**src/rtl/wb_rr_arbiter_if.sv**
```systemverilog
// Bus bundle for the round-robin Wishbone arbiter: NM master request ports on one
// side and the single shared slave port on the other.
interface wb_rr_arbiter_if #(
  parameter int NM = 2,
  parameter int AW = 32,
  parameter int DW = 128,
  parameter int SW = DW / 8
);
  // Handshake: stb is the per-beat valid; the beat completes on the cycle where
  // stb & (ack | err). cyc frames the whole locked transfer and owns the grant.
  logic [NM*AW-1:0] m_wb_adr;
  logic [NM*SW-1:0] m_wb_sel;
  logic [NM-1:0]    m_wb_we;
  logic [NM*DW-1:0] m_wb_dat_i;
  logic [DW-1:0]    m_wb_dat_o;
  logic [NM-1:0]    m_wb_cyc;
  logic [NM-1:0]    m_wb_stb;
  logic [NM-1:0]    m_wb_ack;
  logic [NM-1:0]    m_wb_err;
  logic [AW-1:0]    s_wb_adr;
  logic [SW-1:0]    s_wb_sel;
  logic             s_wb_we;
  logic [DW-1:0]    s_wb_dat_o;
  logic [DW-1:0]    s_wb_dat_i;
  logic             s_wb_cyc;
  logic             s_wb_stb;
  logic             s_wb_ack;
  logic             s_wb_err;

  // master: the requesting masters plus the shared slave's responses
  modport master (
    output m_wb_adr, m_wb_sel, m_wb_we, m_wb_dat_i, m_wb_cyc, m_wb_stb,
    output s_wb_dat_i, s_wb_ack, s_wb_err,
    input  m_wb_dat_o, m_wb_ack, m_wb_err,
    input  s_wb_adr, s_wb_sel, s_wb_we, s_wb_dat_o, s_wb_cyc, s_wb_stb
  );

  // slave: the arbiter itself
  modport slave (
    input  m_wb_adr, m_wb_sel, m_wb_we, m_wb_dat_i, m_wb_cyc, m_wb_stb,
    input  s_wb_dat_i, s_wb_ack, s_wb_err,
    output m_wb_dat_o, m_wb_ack, m_wb_err,
    output s_wb_adr, s_wb_sel, s_wb_we, s_wb_dat_o, s_wb_cyc, s_wb_stb
  );
endinterface

```
**src/rtl/wb_rr_arbiter.sv**
```systemverilog
// Round-robin Wishbone arbiter: one registered grant held for a master's whole cyc,
// with a stall watchdog that forces err so a dead slave cannot lock the bus.
module wb_rr_arbiter #(
  parameter int NM      = 2,
  parameter int AW      = 32,
  parameter int DW      = 128,
  parameter int SW      = DW / 8,
  parameter int TIMEOUT = 255
) (
  input  logic              clk,
  input  logic              rst_n,
  wb_rr_arbiter_if.slave    bus,
  output logic [NM-1:0]     o_grant,
  output logic              o_timeout,
  output logic [1:0]        o_dbg_state
);
  localparam int LW = (NM > 1) ? $clog2(NM) : 1;
  localparam int WW = $clog2(TIMEOUT);

  localparam logic [1:0] ST_IDLE = 2'd0;
  localparam logic [1:0] ST_BUSY = 2'd1;
  localparam logic [1:0] ST_ERR  = 2'd2;

  logic [1:0]    state_q, state_d;
  logic [NM-1:0] grant_q, grant_d;
  logic [LW-1:0] last_q, last_d;
  logic [WW-1:0] wdog_q, wdog_d;

  logic          busy;
  logic          g_cyc;
  logic          g_stb;
  logic          expire;
  logic          found;
  logic [LW-1:0] winner;
  int            arb_idx;

  // last_q doubles as the granted master index whenever a grant is live
  assign busy   = (state_q == ST_BUSY);
  assign g_cyc  = bus.m_wb_cyc[last_q];
  assign g_stb  = busy & bus.m_wb_stb[last_q];
  assign expire = g_stb & ~bus.s_wb_ack & ~bus.s_wb_err & (wdog_q == WW'(TIMEOUT - 1));

  always_comb begin
    bus.s_wb_adr   = '0;
    bus.s_wb_sel   = '0;
    bus.s_wb_we    = 1'b0;
    bus.s_wb_dat_o = '0;
    bus.s_wb_cyc   = 1'b0;
    bus.s_wb_stb   = 1'b0;
    bus.m_wb_ack   = '0;
    bus.m_wb_err   = '0;
    bus.m_wb_dat_o = bus.s_wb_dat_i;
    if (busy) begin
      bus.s_wb_adr   = bus.m_wb_adr[int'(last_q)*AW +: AW];
      bus.s_wb_sel   = bus.m_wb_sel[int'(last_q)*SW +: SW];
      bus.s_wb_we    = bus.m_wb_we[last_q];
      bus.s_wb_dat_o = bus.m_wb_dat_i[int'(last_q)*DW +: DW];
      bus.s_wb_cyc   = g_cyc;
      bus.s_wb_stb   = g_stb;
      bus.m_wb_ack   = NM'(bus.s_wb_ack) << last_q;
      bus.m_wb_err   = NM'(bus.s_wb_err | expire) << last_q;
    end
  end

  always_comb begin
    state_d = state_q;
    grant_d = grant_q;
    last_d  = last_q;
    wdog_d  = '0;
    found   = 1'b0;
    winner  = '0;
    arb_idx = 0;
    // scan last+1 .. last+NM so the previous owner is considered last
    for (int i = 1; i <= NM; i++) begin
      arb_idx = (int'(last_q) + i) % NM;
      if (!found && bus.m_wb_cyc[arb_idx[LW-1:0]]) begin
        found  = 1'b1;
        winner = arb_idx[LW-1:0];
      end
    end
    if (state_q == ST_IDLE || !g_cyc) begin
      if (found) begin
        state_d = ST_BUSY;
        grant_d = NM'(1) << winner;
        last_d  = winner;
      end else begin
        state_d = ST_IDLE;
        grant_d = '0;
      end
    end else if (expire) begin
      state_d = ST_ERR;
    end else if (g_stb && !bus.s_wb_ack && !bus.s_wb_err) begin
      wdog_d = wdog_q + 1'b1;
    end
  end

  always_ff @(posedge clk) begin
    if (!rst_n) begin
      state_q <= ST_IDLE;
      grant_q <= '0;
      last_q  <= LW'(NM - 1);
      wdog_q  <= '0;
    end else begin
      state_q <= state_d;
      grant_q <= grant_d;
      last_q  <= last_d;
      wdog_q  <= wdog_d;
    end
  end

  assign o_grant     = grant_q;
  assign o_timeout   = expire;
  assign o_dbg_state = state_q;
endmodule
```
**src/flat_wrapper.sv**
```systemverilog
// flat-port wrapper written by rule: the top's interface ports become plain ports
module wb_rr_arbiter_flat 
#(
  parameter int NM      = 2,
  parameter int AW      = 32,
  parameter int DW      = 128,
  parameter int SW      = DW / 8,
  parameter int TIMEOUT = 255
)
  (clk, rst_n, o_grant, o_timeout, o_dbg_state, bus_m_wb_adr, bus_m_wb_sel, bus_m_wb_we, bus_m_wb_dat_i, bus_m_wb_cyc, bus_m_wb_stb, bus_s_wb_dat_i, bus_s_wb_ack, bus_s_wb_err, bus_m_wb_dat_o, bus_m_wb_ack, bus_m_wb_err, bus_s_wb_adr, bus_s_wb_sel, bus_s_wb_we, bus_s_wb_dat_o, bus_s_wb_cyc, bus_s_wb_stb);
  wb_rr_arbiter_if #(.NM(NM), .AW(AW), .DW(DW), .SW(SW)) bus_i ();
  input  logic clk;
  input  logic rst_n;
  output logic [NM-1:0] o_grant;
  output logic o_timeout;
  output logic [1:0] o_dbg_state;
  input wire logic [$bits(bus_i.m_wb_adr)-1:0] bus_m_wb_adr;
  input wire logic [$bits(bus_i.m_wb_sel)-1:0] bus_m_wb_sel;
  input wire logic [$bits(bus_i.m_wb_we)-1:0] bus_m_wb_we;
  input wire logic [$bits(bus_i.m_wb_dat_i)-1:0] bus_m_wb_dat_i;
  input wire logic [$bits(bus_i.m_wb_cyc)-1:0] bus_m_wb_cyc;
  input wire logic [$bits(bus_i.m_wb_stb)-1:0] bus_m_wb_stb;
  input wire logic [$bits(bus_i.s_wb_dat_i)-1:0] bus_s_wb_dat_i;
  input wire logic [$bits(bus_i.s_wb_ack)-1:0] bus_s_wb_ack;
  input wire logic [$bits(bus_i.s_wb_err)-1:0] bus_s_wb_err;
  output wire logic [$bits(bus_i.m_wb_dat_o)-1:0] bus_m_wb_dat_o;
  output wire logic [$bits(bus_i.m_wb_ack)-1:0] bus_m_wb_ack;
  output wire logic [$bits(bus_i.m_wb_err)-1:0] bus_m_wb_err;
  output wire logic [$bits(bus_i.s_wb_adr)-1:0] bus_s_wb_adr;
  output wire logic [$bits(bus_i.s_wb_sel)-1:0] bus_s_wb_sel;
  output wire logic [$bits(bus_i.s_wb_we)-1:0] bus_s_wb_we;
  output wire logic [$bits(bus_i.s_wb_dat_o)-1:0] bus_s_wb_dat_o;
  output wire logic [$bits(bus_i.s_wb_cyc)-1:0] bus_s_wb_cyc;
  output wire logic [$bits(bus_i.s_wb_stb)-1:0] bus_s_wb_stb;
  assign bus_i.m_wb_adr = bus_m_wb_adr;
  assign bus_i.m_wb_sel = bus_m_wb_sel;
  assign bus_i.m_wb_we = bus_m_wb_we;
  assign bus_i.m_wb_dat_i = bus_m_wb_dat_i;
  assign bus_i.m_wb_cyc = bus_m_wb_cyc;
  assign bus_i.m_wb_stb = bus_m_wb_stb;
  assign bus_i.s_wb_dat_i = bus_s_wb_dat_i;
  assign bus_i.s_wb_ack = bus_s_wb_ack;
  assign bus_i.s_wb_err = bus_s_wb_err;
  assign bus_m_wb_dat_o = bus_i.m_wb_dat_o;
  assign bus_m_wb_ack = bus_i.m_wb_ack;
  assign bus_m_wb_err = bus_i.m_wb_err;
  assign bus_s_wb_adr = bus_i.s_wb_adr;
  assign bus_s_wb_sel = bus_i.s_wb_sel;
  assign bus_s_wb_we = bus_i.s_wb_we;
  assign bus_s_wb_dat_o = bus_i.s_wb_dat_o;
  assign bus_s_wb_cyc = bus_i.s_wb_cyc;
  assign bus_s_wb_stb = bus_i.s_wb_stb;
  wb_rr_arbiter #(.NM(NM), .AW(AW), .DW(DW), .SW(SW), .TIMEOUT(TIMEOUT)) u_core (.clk(clk), .rst_n(rst_n), .bus(bus_i), .o_grant(o_grant), .o_timeout(o_timeout), .o_dbg_state(o_dbg_state));
endmodule
```
**config.mk**
```make
export PLATFORM = sky130hd
export DESIGN_NAME = wb_rr_arbiter_flat
export DESIGN_NICKNAME = d
export VERILOG_FILES = /design/src/rtl/wb_rr_arbiter_if.sv /design/src/rtl/wb_rr_arbiter.sv /design/src/flat_wrapper.sv
export SDC_FILE = /design/constraint.sdc
export NUM_CORES = 1
export LEC_CHECK = 0
export ABC_CLOCK_PERIOD_IN_PS = 5480
export CORE_AREA = 5 5 306 308
export CTS_BUF_LIST = sky130_fd_sc_hd__clkbuf_4 sky130_fd_sc_hd__clkbuf_8 sky130_fd_sc_hd__clkbuf_16
export CTS_CLUSTER_SIZE = 20
export DETAILED_ROUTE_END_ITERATION = 12
export DIE_AREA = 0 0 311 313
export GPL_ROUTABILITY_DRIVEN = 0
export GPL_TIMING_DRIVEN = 0
export PLACE_DENSITY = 0.3
export REMOVE_ABC_BUFFERS = 1
export SLEW_MARGIN = 20
export SYNTH_ARGS = -nofsm -noshare
export SYNTH_HDL_FRONTEND = slang
export SYNTH_SLANG_ARGS = --single-unit
```
**constraint.sdc**
```tcl
create_clock -name clk -period 5.48 [get_ports clk]
set_clock_uncertainty 0.2 [all_clocks]
set_input_delay 1.37 -clock clk [delete_from_list [all_inputs] [get_ports clk]]
set_output_delay 1.37 -clock clk [all_outputs]
set_load 0.05 [all_outputs]
```
==> summary by stage <==
Outcome
The flow ran to the end, and the final reports show no timing, DRC or antenna violations.

Layout
Counting the fill cells in the layout gives 10,500. The core utilization of the finished layout is 10.6%. Leaving out filler cells and counting taps, the final layout contains 2,010.

The area growth from synthesis to layout is 179%. The proportion of layout cells with a drive suffix above 1 is 3.53%. The final net count is 1,315.

CTS
The library cell used as clock root buffer is clkbuf_16. The clock tree from TritonCTS is yes. In this run the deepest clock path goes through 2 buffers. CTS saw 13 sinks. Counting the buffers created by CTS gives 3.

In this run, post-CTS hold repair placed 0 buffers. The clock network latency to the later pin of the worst-skew pair is 0.24 ns. The number of H-tree levels is 1. After clock tree synthesis, the clock-pin slew on the worst setup and hold paths is 0.05 ns.

Yosys
The synthesized netlist contains 38 unique library cells. The share of synthesized registers carrying an async set or reset is 0%. After Yosys synthesis, XOR and XNOR cells account for 0.759% of the synthesized area. Measured against the total synthesized area, the mux share comes to 0.904%. Counting every instance in the synthesized netlist gives 429. The post-synthesis adder-cell area fraction is 0.723%. The post-synthesis register bit count is 13. The synthesized-area fraction occupied by ao, oa, aoi and oai cells is 49.5%. The number of warnings printed during yosys synthesis is 0.

The count of flip-flops with a built-in enable after synthesis is 0. The area share of and/or/nand/nor cells after synthesis is 6.69%. By area, the combinational part of the netlist is dominated by compound AO/OA/AOI/OAI gates. The mean area per synthesized cell is 8.06 um^2. The fraction of the yosys area taken by sequential cells is 7.52%. The area of the mapped netlist is 3460 um^2. The main flop type after synthesis is dfxtp_1.

STA
Setup repair after global routing left no endpoint under its margin. The slack of the critical path is 0.193 ns. At the pin with the least slew margin, the transition time is 1.01 ns. Adding up every negative setup slack in the final design gives 0 ns. The max-slew violation count was 0. Setup violations remaining at the end of the flow were counted as 0. Based on the critical path, the design can be clocked at up to 189 MHz. The share of the clock period used by the worst path after layout is 96.5%. The count of endpoints failing hold in the final timing report is 0. The time the worst path needs with I/O delays and setup is 5.29 ns. The relative slew slack is 32.6%.

Route
The count of vias placed by the detailed router is 5,739. After detailed routing, the total wire length is 68,200 um. In the final routed layout, each cell accounts on average for 33.9 um. The residual DRC count is 0.

The detail route stage leaves a number of antenna-violating nets equal to 0. The average vias per placed instance is 2.86. The first TritonRoute pass finished after 4 iterations. For this block, the initial DRC count from the detailed router was 422.

GRT
The global-route total usage across every layer is 13.1%. The number of antenna violations at the first check in global routing came to 6. For this run the aggregate overflow at the end of global routing stands at 0. Entering global routing, the biggest net connects 35 pins. The global-route wire length before repair is 81,600 um. The via count of the first global-routing pass is 5,814.

Setup path
The type of the worst setup path is in2out. Of all nets on the critical path, the largest fanout is 5. STA puts the critical path data arrival time at 3.72 ns.

The endpoint identified for the worst register-to-register timing path is u_core.wdog_q[7]$_SDFF_PP0_. Setup slack on the worst reg-to-reg path comes out at 3.24 ns. Tracing the worst setup path back leads to its startpoint at bus_s_wb_ack.

In this run the worst setup path terminates at bus_m_wb_err[0]. The kind of start point of the critical path is an input port. The worst setup path is captured at an output pin. The beginning of the worst register-to-register path is u_core.o_dbg_state[0]$_SDFFE_PN0P_. At the worst endpoint, the required time is 3.91 ns. Counting cells, the worst reg-to-reg path comes to 3.

Floorplan
The number of standard-cell rows in the floorplan is 111. The die is 311 um wide. The die outline height is 313 um. The area of the core region is 90,800 um^2. Once the floorplan was initialized, standard cells occupied 3.81% of the core. The floorplan step defined a die boundary enclosing 97,300 um^2.

The number of top-level pins is 806.

Power
Across the VDD grid, the largest voltage drop is 84.0 uV. The completed layout was analyzed and its total power is 1.74 mW. The leakage power figure is 3.25 nW. Power spread over the standard cell area amounts to 180 nW/um^2.

Job
The max-cap violation count is 0.

Hold path
The class of the worst hold path is reg2reg.

Placement
The number of buffers inserted by port buffering is 549. The placement-stage worst setup slack is -0.0360 ns. The HPWL after detailed placement is 59,500 um.

The number of placed instances, taps included, is 2,004.
[cell usage in the layout, fill, tap and decap left out, types with 4 or more instances in the layout]
master | netlist | layout
nand3_1 | 5 | 5
a21oi_1 | 5 | 5
o21ai_0 | 6 | 6
buf_16 | 0 | 4
clkdlybuf4s50_1 | 0 | 545
dlymetal6s2s_1 | 0 | 4
buf_12 | 0 | 8
dfxtp_1 | 13 | 13
nor2_1 | 4 | 4
a22o_1 | 177 | 177
[cells by family (layout without fill, tap and decap cells)]
group                    Yosys count  count (layout)
adder cells (fa/ha/maj)            2               2
flip-flops                        13              13
multiplexers                       3               3
other                              0               2
XOR/XNOR                           3               3
buffers and inverters            175             568
AO/OA/AOI/OAI                    199             199
AND/OR/NAND/NOR                   34              34
[worst min-delay path by stage]
stage,startpoint,endpoint,slack (ns),cells past startpoint
final,u_core.wdog_q[0]$_SDFF_PP0_,u_core.wdog_q[0]$_SDFF_PP0_,0.29,1
after CTS,u_core.wdog_q[0]$_SDFF_PP0_,u_core.wdog_q[0]$_SDFF_PP0_,0.29,1
after global routing,u_core.wdog_q[0]$_SDFF_PP0_,u_core.wdog_q[0]$_SDFF_PP0_,0.32,1
after global placement,u_core.wdog_q[0]$_SDFF_PP0_,u_core.wdog_q[0]$_SDFF_PP0_,0.28,1
after detailed placement,u_core.wdog_q[0]$_SDFF_PP0_,u_core.wdog_q[0]$_SDFF_PP0_,0.28,1
after floorplan,u_core.wdog_q[0]$_SDFF_PP0_,u_core.wdog_q[0]$_SDFF_PP0_,0.26,1
[report_power, final]
group	internal, mW	switching, mW	total [mW]
clock	0.103	0.0405	0.144
combinational	0.578	0.914	1.49
sequential	0.0972	0.00600	0.103
[synthesized netlist by cell type (2+ instances only)]
cell type,n,area share (%)
a22o_1,177,45
buf_4,128,28
clkbuf_1,23,2.5
buf_2,15,2.2
dfxtp_1,13,7.5
o21ai_0,6,0.87
a21oi_1,5,0.72
nand3_1,5,0.72
buf_1,4,0.43
nor2_1,4,0.43
nor4_2,4,1.4
a2111oi_2,3,1.3
inv_1,3,0.33
or3_1,3,0.54
a221oi_1,2,0.51
and2_1,2,0.36
buf_6,2,0.65
ha_1,2,0.72
mux2i_1,2,0.58
nand4_1,2,0.36
nor2_2,2,0.36
nor3_1,2,0.29
nor4_1,2,0.36
nor4b_1,2,0.51
o21a_1,2,0.43
xor2_1,2,0.51
[final cells by class]
type / instances / area (um^2) / share of cell area [%]
Inverter: 3 / 11.3 / 0.117
Timing Repair Buffer: 561 / 5780 / 59.8
Antenna cell: 2 / 5.00 / 0.0518
Sequential cell: 13 / 260 / 2.69
Tap cell: 1186 / 1480 / 15.4
Clock buffer: 4 / 82.6 / 0.854
Multi-Input combinational cell: 241 / 2050 / 21.2
[layer usage]
layer	routed length (um)	global-route usage [%]
met5	656	4.50
met4	185	0.399
met3	14900	13.5
met2	22100	14.8
met1	30400	17.0
[state kept, by name (all words and copies together), names as in the netlist]
| signal | cells |
|---|---|
| u_core.o_dbg_state | 2 |
| u_core.last_q | 1 |
| u_core.wdog_q | 8 |
| u_core.o_grant | 2 |
[what timing repair did]
item,in CTS,in global routing
endpoints found under the setup margin,2,4
cloned,0,0
gates resized for setup,1,4
setup buffers,0,0
[worst max-delay path, stage by stage]
cell and delay, ns:
clkdlybuf4s50_1 0.46, or4b_4 0.57, nor4_4 0.34, o21a_1 0.17, clkdlybuf4s50_1 0.80
[stage by stage]
| stage | hold WS, ns | instance area [um^2] |
|---|---|---|
| floorplan | 0.257 | 2300 |
| global placement | 0.284 | 9280 |
| detailed placement | 0.284 | 9560 |
| CTS | 0.292 | 9650 |
| global route | 0.316 | 9660 |
| finish | 0.291 | 9670 |
No activity file was read; power rests on OpenSTA's default activity.
